===== src/rtl/alu_sched_pkg.sv =====
// Shared types and constants for the ALU command scheduler.
package alu_sched_pkg;

   localparam int OP_W = 8;

   localparam logic [3:0] CMD_MUL_INC = 4'd9;
   localparam logic [3:0] CMD_MUL_SHL = 4'd10;

   localparam int FLAG_COUT  = 0;
   localparam int FLAG_OFLOW = 1;
   localparam int FLAG_G     = 2;
   localparam int FLAG_L     = 3;
   localparam int FLAG_E     = 4;
   localparam int FLAG_ERR   = 5;

   typedef enum logic [1:0] {
      IDLE,
      ISSUE,
      WAIT,
      DONE
   } state_e;

   typedef struct packed {
      logic            mode;
      logic [3:0]      cmd;
      logic            cin;
      logic [1:0]      inp_valid;
      logic [OP_W-1:0] opa;
      logic [OP_W-1:0] opb;
   } cmd_t;

   function automatic logic is_mul(input logic mode, input logic [3:0] cmd);
      return mode && ((cmd == CMD_MUL_INC) || (cmd == CMD_MUL_SHL));
   endfunction

endpackage


===== src/rtl/alu_cmd_sched_if.sv =====
// Host-side command (s_*) and result (r_*) handshake bundle of the scheduler.
interface alu_cmd_sched_if #(
   parameter int DW = 8
);
   logic            s_valid;
   logic            s_ready;
   logic            s_mode;
   logic [3:0]      s_cmd;
   logic            s_cin;
   logic [1:0]      s_inp_valid;
   logic [DW-1:0]   s_opa;
   logic [DW-1:0]   s_opb;
   logic            r_valid;
   logic            r_ready;
   logic [2*DW-1:0] r_res;
   logic [5:0]      r_flags;

   modport master (
      output s_valid, s_mode, s_cmd, s_cin, s_inp_valid, s_opa, s_opb, r_ready,
      input  s_ready, r_valid, r_res, r_flags
   );

   modport slave (
      input  s_valid, s_mode, s_cmd, s_cin, s_inp_valid, s_opa, s_opb, r_ready,
      output s_ready, r_valid, r_res, r_flags
   );
endinterface


===== src/rtl/alu_cmd_fifo.sv =====
// Command FIFO: no bypass, pointers wrap modulo DEPTH (power of two), synchronous active-low reset.
module alu_cmd_fifo
   import alu_sched_pkg::*;
#(
   parameter int  DEPTH = 4,
   parameter type T     = cmd_t
) (
   input  logic                   clk_sys,
   input  logic                   rst_b,
   input  logic                   push_i,
   input  logic                   pop_i,
   input  T                       wdata_i,
   output T                       rdata_o,
   output logic                   full_o,
   output logic                   empty_o,
   output logic [$clog2(DEPTH):0] count_o
);
   localparam int AW = $clog2(DEPTH);
   localparam logic [AW:0]   CNT_ONE = (AW+1)'(1);
   localparam logic [AW:0]   CNT_MAX = (AW+1)'(DEPTH);
   localparam logic [AW-1:0] PTR_ONE = AW'(1);

   T              mem_q [DEPTH];
   logic [AW-1:0] wr_ptr_q;
   logic [AW-1:0] rd_ptr_q;
   logic [AW:0]   count_q;
   logic [AW:0]   count_d;
   logic          do_push;
   logic          do_pop;

   assign full_o  = (count_q == CNT_MAX);
   assign empty_o = (count_q == '0);
   assign count_o = count_q;
   assign rdata_o = mem_q[rd_ptr_q];
   assign do_push = push_i && !full_o;
   assign do_pop  = pop_i && !empty_o;

   always_comb begin
      count_d = count_q;
      case ({do_push, do_pop})
         2'b10:   count_d = count_q + CNT_ONE;
         2'b01:   count_d = count_q - CNT_ONE;
         default: count_d = count_q;
      endcase
   end

   always_ff @(posedge clk_sys) begin
      if (do_push) mem_q[wr_ptr_q] <= wdata_i;
   end

   always_ff @(posedge clk_sys) begin
      if (!rst_b) begin
         wr_ptr_q <= '0;
         rd_ptr_q <= '0;
         count_q  <= '0;
      end else begin
         if (do_push) wr_ptr_q <= wr_ptr_q + PTR_ONE;
         if (do_pop)  rd_ptr_q <= rd_ptr_q + PTR_ONE;
         count_q <= count_d;
      end
   end

endmodule


===== src/rtl/alu_cmd_sched.sv =====
// Buffers ALU commands, issues them one at a time with command-dependent latency, and
// hands results back on a valid/ready port. Optional error counter: ALU_SCHED_ERRCNT_EN.
//
//   state | meaning
//   IDLE  | nothing in flight, waiting for a queued command
//   ISSUE | CE high, ALU inputs driven, latency counter loaded
//   WAIT  | CE high, inputs held until the ALU latency expires, then RES captured
//   DONE  | result presented on r_*, waiting for r_ready
module alu_cmd_sched
   import alu_sched_pkg::*;
#(
   parameter int DW      = OP_W,
   parameter int DEPTH   = 4,
   parameter int LAT_STD = 1,
   parameter int LAT_MUL = 2
) (
   input  logic            CLK,
   input  logic            RST,
   alu_cmd_sched_if.slave  bus,
   output logic            CE,
   output logic [1:0]      INP_VALID,
   output logic            MODE,
   output logic [3:0]      CMD,
   output logic            CIN,
   output logic [DW-1:0]   OPA,
   output logic [DW-1:0]   OPB,
   input  logic [2*DW-1:0] RES,
   input  logic            COUT,
   input  logic            OFLOW,
   input  logic            G,
   input  logic            L,
   input  logic            E,
   input  logic            ERR,
   output logic [15:0]     err_count
);
   localparam int LAT_MAX = (LAT_MUL > LAT_STD) ? LAT_MUL : LAT_STD;
   localparam int LW      = $clog2(LAT_MAX) + 1;
   localparam logic [LW-1:0] LOAD_STD = LW'(LAT_STD - 1);
   localparam logic [LW-1:0] LOAD_MUL = LW'(LAT_MUL - 1);
   localparam logic [LW-1:0] LAT_ONE  = LW'(1);

   state_e                 state_q;
   cmd_t                   issue_q;
   logic                   ce_q;
   logic [LW-1:0]          lat_cnt_q;
   logic                   r_valid_q;
   logic [2*DW-1:0]        r_res_q;
   logic [5:0]             r_flags_q;

   cmd_t                   push_cmd;
   cmd_t                   fifo_head;
   logic                   fifo_full;
   logic                   fifo_empty;
   logic                   fifo_push;
   logic                   fifo_pop;
   logic [$clog2(DEPTH):0] fifo_cnt;
   logic                   unused_fifo_cnt;
   logic                   res_hs;

   assign push_cmd = '{mode:      bus.s_mode,
                       cmd:       bus.s_cmd,
                       cin:       bus.s_cin,
                       inp_valid: bus.s_inp_valid,
                       opa:       bus.s_opa,
                       opb:       bus.s_opb};

   // Gating with RST keeps s_ready low in the reset cycle itself.
   assign bus.s_ready = RST && !fifo_full;
   assign fifo_push   = bus.s_valid && bus.s_ready;
   assign res_hs      = (state_q == DONE) && bus.r_ready;
   assign fifo_pop    = !fifo_empty && ((state_q == IDLE) || res_hs);
   assign unused_fifo_cnt = ^fifo_cnt;

   alu_cmd_fifo #(
      .DEPTH (DEPTH),
      .T     (cmd_t)
   ) u_fifo (
      .clk_sys (CLK),
      .rst_b   (RST),
      .push_i  (fifo_push),
      .pop_i   (fifo_pop),
      .wdata_i (push_cmd),
      .rdata_o (fifo_head),
      .full_o  (fifo_full),
      .empty_o (fifo_empty),
      .count_o (fifo_cnt)
   );

   always_ff @(posedge CLK) begin
      if (!RST) begin
         state_q   <= IDLE;
         issue_q   <= '0;
         ce_q      <= 1'b0;
         lat_cnt_q <= '0;
         r_valid_q <= 1'b0;
         r_res_q   <= '0;
         r_flags_q <= '0;
      end else begin
         case (state_q)
            IDLE: begin
               if (fifo_pop) begin
                  issue_q <= fifo_head;
                  ce_q    <= 1'b1;
                  state_q <= ISSUE;
               end
            end
            ISSUE: begin
               lat_cnt_q <= is_mul(issue_q.mode, issue_q.cmd) ? LOAD_MUL : LOAD_STD;
               state_q   <= WAIT;
            end
            WAIT: begin
               if (lat_cnt_q == '0) begin
                  r_res_q               <= RES;
                  r_flags_q[FLAG_COUT]  <= COUT;
                  r_flags_q[FLAG_OFLOW] <= OFLOW;
                  r_flags_q[FLAG_G]     <= G;
                  r_flags_q[FLAG_L]     <= L;
                  r_flags_q[FLAG_E]     <= E;
                  r_flags_q[FLAG_ERR]   <= ERR;
                  r_valid_q             <= 1'b1;
                  ce_q                  <= 1'b0;
                  state_q               <= DONE;
               end else begin
                  lat_cnt_q <= lat_cnt_q - LAT_ONE;
               end
            end
            DONE: begin
               if (res_hs) begin
                  r_valid_q <= 1'b0;
                  if (fifo_pop) begin
                     issue_q <= fifo_head;
                     ce_q    <= 1'b1;
                     state_q <= ISSUE;
                  end else begin
                     state_q <= IDLE;
                  end
               end
            end
            default: state_q <= IDLE;
         endcase
      end
   end

   assign CE          = ce_q;
   assign INP_VALID   = issue_q.inp_valid;
   assign MODE        = issue_q.mode;
   assign CMD         = issue_q.cmd;
   assign CIN         = issue_q.cin;
   assign OPA         = issue_q.opa;
   assign OPB         = issue_q.opb;
   assign bus.r_valid = r_valid_q;
   assign bus.r_res   = r_res_q;
   assign bus.r_flags = r_flags_q;

`ifdef ALU_SCHED_ERRCNT_EN
   logic [15:0] err_cnt_q;

   always_ff @(posedge CLK) begin
      if (!RST) begin
         err_cnt_q <= '0;
      end else if (res_hs && r_flags_q[FLAG_ERR] && (err_cnt_q != 16'hFFFF)) begin
         err_cnt_q <= err_cnt_q + 16'd1;
      end
   end

   assign err_count = err_cnt_q;
`else
   assign err_count = '0;
`endif

endmodule


===== src/flat_wrapper.sv =====
// flat-port wrapper written by rule: the top's interface ports become plain ports
module alu_cmd_sched_flat import alu_sched_pkg::*;
#(
   parameter int DW      = OP_W,
   parameter int DEPTH   = 4,
   parameter int LAT_STD = 1,
   parameter int LAT_MUL = 2
)
  (CLK, RST, CE, INP_VALID, MODE, CMD, CIN, OPA, OPB, RES, COUT, OFLOW, G, L, E, ERR, err_count, bus_s_valid, bus_s_mode, bus_s_cmd, bus_s_cin, bus_s_inp_valid, bus_s_opa, bus_s_opb, bus_r_ready, bus_s_ready, bus_r_valid, bus_r_res, bus_r_flags);
  alu_cmd_sched_if #(.DW(DW)) bus_i ();
  input  logic CLK;
  input  logic RST;
  output logic CE;
  output logic [1:0] INP_VALID;
  output logic MODE;
  output logic [3:0] CMD;
  output logic CIN;
  output logic [DW-1:0] OPA;
  output logic [DW-1:0] OPB;
  input  logic [2*DW-1:0] RES;
  input  logic COUT;
  input  logic OFLOW;
  input  logic G;
  input  logic L;
  input  logic E;
  input  logic ERR;
  output logic [15:0] err_count;
  input wire logic [$bits(bus_i.s_valid)-1:0] bus_s_valid;
  input wire logic [$bits(bus_i.s_mode)-1:0] bus_s_mode;
  input wire logic [$bits(bus_i.s_cmd)-1:0] bus_s_cmd;
  input wire logic [$bits(bus_i.s_cin)-1:0] bus_s_cin;
  input wire logic [$bits(bus_i.s_inp_valid)-1:0] bus_s_inp_valid;
  input wire logic [$bits(bus_i.s_opa)-1:0] bus_s_opa;
  input wire logic [$bits(bus_i.s_opb)-1:0] bus_s_opb;
  input wire logic [$bits(bus_i.r_ready)-1:0] bus_r_ready;
  output wire logic [$bits(bus_i.s_ready)-1:0] bus_s_ready;
  output wire logic [$bits(bus_i.r_valid)-1:0] bus_r_valid;
  output wire logic [$bits(bus_i.r_res)-1:0] bus_r_res;
  output wire logic [$bits(bus_i.r_flags)-1:0] bus_r_flags;
  assign bus_i.s_valid = bus_s_valid;
  assign bus_i.s_mode = bus_s_mode;
  assign bus_i.s_cmd = bus_s_cmd;
  assign bus_i.s_cin = bus_s_cin;
  assign bus_i.s_inp_valid = bus_s_inp_valid;
  assign bus_i.s_opa = bus_s_opa;
  assign bus_i.s_opb = bus_s_opb;
  assign bus_i.r_ready = bus_r_ready;
  assign bus_s_ready = bus_i.s_ready;
  assign bus_r_valid = bus_i.r_valid;
  assign bus_r_res = bus_i.r_res;
  assign bus_r_flags = bus_i.r_flags;
  alu_cmd_sched #(.DW(DW), .DEPTH(DEPTH), .LAT_STD(LAT_STD), .LAT_MUL(LAT_MUL)) u_core (.CLK(CLK), .RST(RST), .bus(bus_i), .CE(CE), .INP_VALID(INP_VALID), .MODE(MODE), .CMD(CMD), .CIN(CIN), .OPA(OPA), .OPB(OPB), .RES(RES), .COUT(COUT), .OFLOW(OFLOW), .G(G), .L(L), .E(E), .ERR(ERR), .err_count(err_count));
endmodule

===== config.mk =====
export PLATFORM = sky130hd
export DESIGN_NAME = alu_cmd_sched_flat
export DESIGN_NICKNAME = d
export VERILOG_FILES = /design/src/rtl/alu_sched_pkg.sv /design/src/rtl/alu_cmd_sched_if.sv /design/src/rtl/alu_cmd_fifo.sv /design/src/rtl/alu_cmd_sched.sv /design/src/flat_wrapper.sv
export SDC_FILE = /design/constraint.sdc
export NUM_CORES = 1
export LEC_CHECK = 0
export CAP_MARGIN = 10
export CORE_MARGIN = 10
export CORE_UTILIZATION = 30
export CTS_CLUSTER_SIZE = 40
export DETAILED_ROUTE_END_ITERATION = 10
export PLACE_DENSITY = 0.51
export SLEW_MARGIN = 20
export SYNTH_ARGS = -nofsm -noshare
export SYNTH_HDL_FRONTEND = slang
export SYNTH_SLANG_ARGS = --single-unit

===== constraint.sdc =====
create_clock -name CLK -period 5.64 [get_ports CLK]
set_input_delay 0.846 -clock CLK [delete_from_list [all_inputs] [get_ports CLK]]
set_output_delay 0.846 -clock CLK [all_outputs]
set_load 0.01 [all_outputs]

==> results of run 1 <==
-- per-layer routing --
metal,GRT usage [%],vias up
met5,0,-
met4,3.07,0
met3,4.61,6
met2,15.7,118
li1,-,1707
met1,12.8,1666
-- through the flow --
step / worst slack, ns / cells / util [%] / power, mW
final: 2.63 / 804 / 39.1 / 3.61
after global routing: 2.51 / 804 / 39.1 / 3.83
after CTS: 2.58 / 804 / 39.1 / 3.67
after detailed placement: 2.37 / 772 / 36.2 / 2.55
after global placement: 2.45 / 772 / 36.2 / 2.53
after floorplan: 3.13 / 438 / - / 2.12
-- final timing paths --
kind	endpoint	cells after the start
worst max register to register	u_core.OPA[5]$_SDFFE_PN0P_	6
worst max-delay path	bus_s_ready	4
worst min register to register	u_core.bus.r_res[8]$_SDFFE_PN0P_	2
worst min-delay path	u_core.bus.r_res[8]$_SDFFE_PN0P_	2
-- cells by family after synthesis --
family | count (synthesis)
compound gates | 67
fa+ha+maj | 12
buf+inv | 54
other cells | 1
xor+xnor | 5
flops | 157
mux | 27
simple gates | 100
-- cells in the mapped netlist (2+ instances only) --
cell type   n
nor2_1      4
nand2_1    75
buf_2       6
ha_1       11
dfxtp_1    61
buf_6       2
nor2b_1     4
edfxtp_1   96
mux4_2     24
a21oi_1     5
o21ai_0     6
mux2i_1     3
and2_1     11
xor2_1      4
inv_1      14
buf_4      18
o2bb2ai_1  24
clkbuf_1   12
a21boi_0   24
-- power groups by stage --
stage	Sequential [mW]	Clock [mW]	Combinational (mW)
after floorplan	1.58	0	0.541
after global placement	1.59	0	0.944
after detailed placement	1.59	0	0.959
after CTS	1.57	1.14	0.963
after global routing	1.59	1.19	1.04
final	1.57	1.11	0.938
-- worst register-to-register path: stages (launching register included) --
cell	delay, ns
dfxtp_1	0.34
inv_1	0.13
ha_1	0.24
mux2i_1	0.13
nor2_4	0.54
and2_1	0.86
o2bb2ai_1	0.21
-- layout make-up --
class,count,area (um2)
timing repair buffer,104,1020
tap,270,338
sequential,157,4110
fill,1901,12300
multi-input combinational,227,1790
inverter,14,52.6
clock buffer,17,425
clock inverter,15,149
-- sequential cells by signal (all words and copies together), names as in the netlist, named ones only --
register	flops
u_core.CIN	1
u_core.bus.r_valid	1
u_core.u_fifo.count_o	3
u_core.bus.r_flags	6
u_core.MODE	1
u_core.CMD	4
u_core.lat_cnt_q	2
u_core.u_fifo.wr_ptr_q	2
u_core.CE	1
u_core.OPA	8
u_core.u_fifo.mem_q	96
u_core.OPB	8
u_core.state_q	2
u_core.INP_VALID	2
u_core.u_fifo.rd_ptr_q	2
u_core.bus.r_res	16
==> metrics.yaml, run 1 <==
holdBufCountCts: 0
area.growth.synth_to_final_pct: 28.5
r2r_slack_ns: 3.13
diodes: 0
cts.path.max_buffers: 2
core_um2: 20200
crit_fanout: 64
postCtsSetupBuffers: 0
synth_cells: 423
p_leak_nw: 2.61
synth_mux_area_share_pct: 9.30
dieWidth_um: 163
drt_wl_total_um: 13600
synth-simple-area-share_pct: 7.22
net-switching-power_mw: 1.10
async_flop_share_pct: 0
outcome: "finished, final reports clean"
cts_made_buffers: 17
antenna_left: 0
layout_commonest_cell: "clkdlybuf4s50_1"
layout_common_cells: "clkdlybuf4s50_1, edfxtp_1, nand2_1"
yosysSeqAreaShare_pct: 66.9
start_kind: "input port"
hold_viol_final: 0
drc: 0
cpMaxStageDelayCell: "clkdlybuf4s50_1"
hold_start: "u_core.bus.r_res[8]$_SDFFE_PN0P_"
ys_ff_latch: 157
die_h_um: 163
critPathKind: "input port to primary output"
power_frac_comb_pct: 26.0
grt_max_degree: 65
yosysUniqueCellTypes: 38
clock.fmax_ghz: 0.332
drt_iter0_drc: 164
start_util_pct: 30.4
reg2reg_from: "u_core.state_q[0]$_SDFFE_PN0P_"
sw_frac_of_total_pct: 30.3
worstPathCellList: "buf_2 -> buf_4 -> o31a_1 -> clkdlybuf4s50_1"
highest_layer: "met4"
critPathBufInv: 3
overflow: 0
yosys.area.top_type: "edfxtp_1"
drv_slew: 0
syn_area_per_cell_um2: 14.5
ioPinCount: 115
finClkSkew_ns: 0.0128
finish.instance_area_um2: 7890
grt_pass1_wl_um: 20700
clockPowerShare_pct: 30.7
cts_tree: "yes"
synthTopCellsByArea: "edfxtp_1, dfxtp_1, mux4_2"
wl_met2_um: 6140
power_frac_seq_pct: 43.4
clk_latency_ns: 0.42
drtPass1Iterations: 5
synth_fa_ha_area_share_pct: 2.57
met3_length_um: 1260
via_per_inst: 4.35
root_buffer: "clkbuf_16"
irDropWorstVdd_v: 0.000287
antenna_found_initial: 0
htreeDepth: 4
clkSinkCount: 157
dp_hpwl_um: 8800
worstSetupStartpoint: "RST"
nets: 583
yosys.area.top_type_share_pct: 47.0
synth_top_family_by_area: "multiplexers"
placed_area_um2: 7310
cp.arrival_ns: 2.17
synth_edf_count: 96
wl_met1_um: 6120
finalSetupViolations: 0
syn_area_um2: 6140
hold_ws_ns: 0.465
rows: 52
period_share_pct: 53.4
worstMarginPinSlew_ns: 0.950
ys.flop_type: "edfxtp_1"
grt_use_total_pct: 10.3
worstPathRequired_ns: 4.79
die_area_um2: 26600
port_buffers: 98
maxCapViolCount: 0
clkTransAtPathRegs_ns: 0.06
power.density_nw_per_um2: 458
grt_setup_unrepaired: "false"
cts_resized: 0
yosys_warnings: 0
slew_headroom_pct: 36.7
synth_compound_area_share_pct: 8.46
wire_per_inst_um: 16.9
layout-drive-gt1-share_pct: 12.4
critPathTopFamily: "buffers and inverters"
period_needed_ns: 3.01
tns_ns: 0
max_stage_delay_ns: 0.54
endpoint_kind: "primary output"
gp_congestion: 0.692
hold_path_class: "flop to flop"
synth_xor_area_share_pct: 0.714
grt_pass1_vias: 3628
num_vias: 3497
p_int_mw: 2.52
(Power assumes the default switching activity.)
==> run 2: changes to the inputs <==
Clock period 5.64 ns to 3 ns, I/O delays scaled along.
==> run 2 against run 1 <==
Compared with the run above: setup slack lost 2.0 ns; sequential share of layout area fell by 0.21 points; global-route usage increased by 0.14 points; non-clock buffer count up 3; final area is 0.41% higher; cell count is 0.50% higher; power grew 89%; first-iteration DRC count shrank 40%; register-to-register slack got worse by 2.5 ns; clock power up 86%.
==> metrics.yaml, run 2 (synthesized netlist as in run 1, its figures left out) <==
placed_area_um2: 7350  # was 7310 um2
hold_ws_ns: 0.457  # was 0.465 ns
r2r_slack_ns: 0.58  # was 3.13 ns
drt_iter0_drc: 99  # was 164
irDropWorstVdd_v: 0.000417  # was 0.000287 V
drt_wl_total_um: 13800  # was 13600 um
place_ws_ns: 0.249  # was 2.37 ns
clkTransAtPathRegs_ns: 0.07  # was 0.06 ns
dieWidth_um: 163  # unchanged
gp_congestion: 0.733  # was 0.692
dp.cells: 775  # was 772
maxCapViolCount: 0  # unchanged
cts.path.max_buffers: 2  # unchanged
layout_commonest_cell: "clkdlybuf4s50_1"  # unchanged
drv_slew: 0  # unchanged
holdPathStages: 2  # unchanged
period_needed_ns: 2.42
hold_start: "u_core.OPA[0]$_SDFFE_PN0P_"  # was u_core.bus.r_res[8]$_SDFFE_PN0P_
endpoint_kind: "flop"  # was primary output
antenna_found_initial: 1  # was 0
power.density_nw_per_um2: 860  # was 458 nW/um2
p_leak_nw: 2.62  # was 2.61 nW
hold_path_class: "flop to flop"  # unchanged
clkSinkCount: 157  # unchanged
rows: 52  # unchanged
critPathKind: "flop to flop"  # was input port to primary output
worstMarginPinSlew_ns: 0.788  # was 0.950 ns
period_share_pct: 80.5
layout-drive-gt1-share_pct: 13.0  # was 12.4%
grt_pass1_vias: 3671  # was 3628
start_kind: "flop"  # was input port
r2r-end: "u_core.u_fifo.count_o[2]$_SDFFE_PN0P_"  # was u_core.OPA[5]$_SDFFE_PN0P_
drtPass1Iterations: 4  # was 5
port_buffers: 98  # unchanged
fin_cells: 808  # was 804
holdBufCountCts: 0  # unchanged
crit_fanout: 5  # was 64
die_h_um: 163  # unchanged
cts_made_buffers: 17  # unchanged
finalSetupViolations: 0  # unchanged
dp_hpwl_um: 8660  # was 8800 um
grt_pass1_wl_um: 21000  # was 20700 um
hold_viol_final: 0  # unchanged
r2r_cells: 9  # was 6
layout_common_cells: "clkdlybuf4s50_1, edfxtp_1, nand2_1"  # unchanged
worstPathRequired_ns: 3.34  # was 4.79 ns
slew_headroom_pct: 47.4  # was 36.7%
grt_use_total_pct: 10.4  # was 10.3%
overflow: 0  # unchanged
drc: 0  # unchanged
cts_resized: 0  # unchanged
cp.arrival_ns: 2.76  # was 2.17 ns
largest-register: "u_core.u_fifo.mem_q"  # unchanged
core_um2: 20200  # unchanged
outcome: "finished, final reports clean"  # unchanged
start_util_pct: 30.4  # unchanged
finish.utilization_pct: 39.3  # was 39.1%
power_mw: 6.81  # was 3.61 mW
postCtsSetupBuffers: 0  # unchanged
root_buffer: "clkbuf_16"  # unchanged
clk_latency_ns: 0.42  # about the same
cts_tree: "yes"  # unchanged
htreeDepth: 4  # unchanged
finish.instance_area_um2: 7920  # was 7890 um2
clock.fmax_ghz: 0.414
ioPinCount: 115  # unchanged
tns_ns: 0  # unchanged
area.growth.synth_to_final_pct: 29.0  # was 28.5%
fin_ws_ns: 0.584  # was 2.63 ns
min_to: "u_core.OPA[0]$_SDFFE_PN0P_"  # was u_core.bus.r_res[8]$_SDFFE_PN0P_
wire_per_inst_um: 17.1  # was 16.9 um
antenna_left: 0  # unchanged
reg2reg_from: "u_core.state_q[1]$_SDFFE_PN0P_"  # was u_core.state_q[0]$_SDFFE_PN0P_
grt_setup_unrepaired: "false"  # unchanged
die_area_um2: 26600  # unchanged
num_vias: 3561  # was 3497
nets: 586  # was 583
via_per_inst: 4.41  # was 4.35
grt_max_degree: 64  # was 65
largest_register_ffs: 96  # unchanged
finClkSkew_ns: 0.00665  # was 0.0128 ns
==> run 2: area by class of cell <==
cell class / instances / area [um2]
inverter: 14 / 52.6
antenna: 1 / 2.50
sequential: 157 / 4110
timing repair buffer: 107 / 1060
multi-input combinational: 227 / 1790
tap: 270 / 338
clock buffer: 17 / 425
clock inverter: 15 / 144
fill: 1917 / 12300
==> run 2: worst max path at each step <==
stage	start	to	slack, ns	depth (start not counted)
final	u_core.state_q[1]$_SDFFE_PN0P_	u_core.u_fifo.count_o[2]$_SDFFE_PN0P_	0.58	9
after global routing	u_core.state_q[0]$_SDFFE_PN0P_	u_core.u_fifo.count_o[2]$_SDFFE_PN0P_	0.44	10
after CTS	u_core.state_q[0]$_SDFFE_PN0P_	u_core.u_fifo.count_o[2]$_SDFFE_PN0P_	0.59	10
after detailed placement	bus_r_ready	u_core.u_fifo.count_o[2]$_SDFFE_PN0P_	0.25	9
after global placement	bus_r_ready	u_core.u_fifo.count_o[2]$_SDFFE_PN0P_	0.39	9
after floorplan	u_core.u_fifo.count_o[2]$_SDFFE_PN0P_	u_core.u_fifo.count_o[2]$_SDFFE_PN0P_	0.84	9
==> run 2: power breakdown <==
part | leakage, nW | internal [mW] | switching, mW
combinational | 0.977 | 0.927 | 0.929
sequential | 1.37 | 2.66 | 0.238
clock | 0.273 | 1.10 | 0.957
total | 2.62 | 4.69 | 2.12
==> run 2: critical path: stages, from the launching register on <==
cell,delay [ns]
dfxtp_1,0.40
ha_1,0.27
a21oi_1,0.11
nor2_1,0.25
ha_1,0.24
inv_1,0.06
fa_1,0.37
xor2_1,0.16
or3_1,0.31
a21boi_0,0.17
==> run 2: per-layer routing <==
layer  track usage, %  vias up  part of all wire, %
li1                 -     1709                    -
met1             12.3     1733                   45
met2             16.9      112                   46
met3             4.15        7                  7.7
met4             3.81        0                 0.75
met5                0        -                    0
==> run 3: changes to the inputs <==
Settings changed: PLACE_DENSITY 0.51 to 0.53.
Clock period 3 ns to 2.1 ns, I/O delays scaled along.
==> run 3 against run 2 <==
Compared with the run above: cell count up 3.0%; fmax up 18%; critical endpoint unchanged; critical path depth down 1; global-route usage up 0.30 points; sequential share of layout area down 2.0 points; via count up 3.6%; routed wire length up 1.8%; clock power up 45%; utilization up 1.8 points; power up 50%.
==> metrics.yaml, run 3 (synthesized netlist as in run 1, its figures left out) <==
fin_cells: 832  # was 808
irDropWorstVdd_v: 0.000567  # was 0.000417 V
drv_slew: 0  # unchanged
finalSetupViolations: 0  # unchanged
cp.arrival_ns: 2.39  # was 2.76 ns
die_area_um2: 26600  # unchanged
slew_headroom_pct: 56.9  # was 47.4%
worstMarginPinSlew_ns: 0.647  # was 0.788 ns
nets: 611  # was 586
r2r-end: "u_core.u_fifo.count_o[2]$_SDFFE_PN0P_"  # unchanged
multi_input_area_um2: 1860  # was 1790 um2
reg2reg_from: "u_core.u_fifo.count_o[1]$_SDFFE_PN0P_"  # was u_core.state_q[1]$_SDFFE_PN0P_
start_kind: "flop"  # unchanged
finClkSkew_ns: 0.0106  # was 0.00665 ns
overflow: 0  # unchanged
gp_congestion: 0.717  # was 0.733
wire_per_inst_um: 16.9  # was 17.1 um
area.growth.synth_to_final_pct: 34.8  # was 29.0%
clkSinkCount: 157  # unchanged
hold_path_class: "input port to flop"  # was flop to flop
worstPathCellList: "o311a_4 -> inv_2 -> ha_4 -> inv_2 -> fa_2 -> xor2_1 -> or3_1 -> a21boi_1"  # was ha_1 -> a21oi_1 -> nor2_1 -> ha_1 -> inv_1 -> fa_1 -> xor2_1 -> or3_1 -> a21boi_0
dp_hpwl_um: 9070  # was 8660 um
place_ws_ns: -0.295  # was 0.249 ns
cpMaxStageDelayCell: "o311a_4"  # was dfxtp_1
r2r_slack_ns: 0.05  # was 0.58 ns
layout_common_cells: "clkdlybuf4s50_1, edfxtp_1, nand2_1"  # unchanged
cts.path.max_buffers: 2  # unchanged
critPathBufInv: 2  # was 1
ff_latch_area_um2: 4120  # was 4110 um2
grt_pass1_vias: 3889  # was 3671
finish.instance_area_um2: 8270  # was 7920 um2
cts_tree: "yes"  # unchanged
period_share_pct: 97.5  # was 80.5%
drc: 0  # unchanged
hold_ws_ns: 0.457  # about the same
dp.cells: 790  # was 775
grt_use_total_pct: 10.7  # was 10.4%
htreeDepth: 4  # unchanged
p_leak_nw: 2.79  # was 2.62 nW
crit_top_cell: "inv_2"  # was ha_1
via_per_inst: 4.43  # was 4.41
start_util_pct: 30.4  # unchanged
layout_commonest_cell: "clkdlybuf4s50_1"  # unchanged
grt_setup_unrepaired: "true"  # was false
outcome: "finished, final reports clean"  # unchanged
layout-drive-gt1-share_pct: 19.8  # was 13.0%
diodes: 0  # was 1
r2r_cells: 8  # was 9
path_depth: 8  # was 9
antenna_left: 0  # unchanged
drt_iter0_drc: 212  # was 99
rows: 52  # unchanged
port_buffers: 98  # unchanged
critPathKind: "flop to flop"  # unchanged
max_stage_delay_ns: 0.38  # was 0.40 ns
largest_register_ffs: 96  # unchanged
ioPinCount: 115  # unchanged
die_h_um: 163  # unchanged
placed_area_um2: 7580  # was 7350 um2
hold_viol_final: 0  # unchanged
worstPathRequired_ns: 2.44  # was 3.34 ns
drtPass1Iterations: 4  # unchanged
grt_max_degree: 63  # was 64
root_buffer: "clkbuf_16"  # unchanged
maxCapViolCount: 0  # unchanged
endpoint_kind: "flop"  # unchanged
cp-endpoint: "u_core.u_fifo.count_o[2]$_SDFFE_PN0P_"  # unchanged
clock.fmax_ghz: 0.489  # was 0.414 GHz
antenna_found_initial: 1  # unchanged
fill_cells: 1897  # was 1917
drt_wl_total_um: 14000  # was 13800 um
cts_made_buffers: 17  # unchanged
dieWidth_um: 163  # unchanged
clk_latency_ns: 0.42  # about the same
grt_pass1_wl_um: 21900  # was 21000 um
largest-register: "u_core.u_fifo.mem_q"  # unchanged
worstSetupStartpoint: "u_core.u_fifo.count_o[1]$_SDFFE_PN0P_"  # was u_core.state_q[1]$_SDFFE_PN0P_
num_vias: 3688  # was 3561
crit_fanout: 3  # was 5
power.density_nw_per_um2: 1230  # was 860 nW/um2
core_um2: 20200  # unchanged
critPathTopFamily: "compound AO/OA/AOI/OAI gates"  # was adder cells
fin_ws_ns: 0.0535  # was 0.584 ns
period_needed_ns: 2.05  # was 2.42 ns
clkTransAtPathRegs_ns: 0.07  # about the same
## run 3: cell types whose count changed in the layout (fill, tap and decap cells not counted), sizes merged
cell,delta
buf,+25
bufinv,+1
clkbuf,+1
clkinv,+4
clkinvlp,-3
diode,-1
inv,-3
## run 3: cell type report
class,count,share of cell area (%)
Clock buffer,18,5.31
Multi-Input combinational cell,227,22.5
Sequential cell,157,49.8
Tap cell,270,4.08
Timing Repair Buffer,132,15.9
Clock inverter,14,1.62
Inverter,14,0.696
## run 3: through the flow
| stage | util, % | TNS [ns] | power, mW |
|---|---|---|---|
| after global placement | 37.6 | -0.229 | 7.08 |
| after global routing | 41.0 | -0.0348 | 10.8 |
| after floorplan | - | 0 | 5.74 |
| final | 41.0 | 0 | 10.2 |
| after CTS | 40.5 | 0 | 10.2 |
| after detailed placement | 37.6 | -0.340 | 7.13 |
## run 3: repair_timing
item / CTS / global route
cloned: 0 / 0
setup endpoints to repair: 1 / 1
setup buffers: 3 / 7
pin swaps: 1 / 10
gates resized for setup: 3 / 15
hold buffers: 0 / 0
endpoints found under the hold margin: 0 / 0
## run 3: worst reg2reg max path: stages, from the launching register on
cell	delay, ns
dfxtp_4	0.36
o311a_4	0.38
inv_2	0.08
ha_4	0.13
inv_2	0.04
fa_2	0.34
xor2_1	0.17
or3_1	0.37
a21boi_1	0.12
## run 3: worst min path at each step
stage                                     start                             endpoint  depth (start not counted)
2_1_floorplan                      bus_s_opb[0]  u_core.u_fifo.mem_q[0][0]$_DFFE_PP_                          0
3_3_place_gp         u_core.OPA[7]$_SDFFE_PN0P_           u_core.OPA[7]$_SDFFE_PN0P_                          2
3_5_place_dp   u_core.bus.r_res[7]$_SDFFE_PN0P_     u_core.bus.r_res[7]$_SDFFE_PN0P_                          2
4_1_cts                                       E   u_core.bus.r_flags[4]$_SDFFE_PN0P_                          3
5_1_grt                                  RES[8]     u_core.bus.r_res[8]$_SDFFE_PN0P_                          3
6_report                                      E   u_core.bus.r_flags[4]$_SDFFE_PN0P_                          3
## run 3: power breakdown
part / total, mW / internal (mW) / leakage (nW) / switching [mW]
Combinational: 3.07 / 1.61 / 1.13 / 1.46
Sequential: 4.14 / 3.82 / 1.37 / 0.326
Clock: 2.98 / 1.69 / 0.285 / 1.29
Total: 10.2 / 7.12 / 2.79 / 3.07
## run 3: metal layers
layer	track usage (%)	routed length (um)	vias to the layer above
met5	0	9	-
met1	12.9	6160	1789
met4	3.93	162	2
met2	17.0	6580	112
met3	4.18	1140	16
li1	-	-	1769
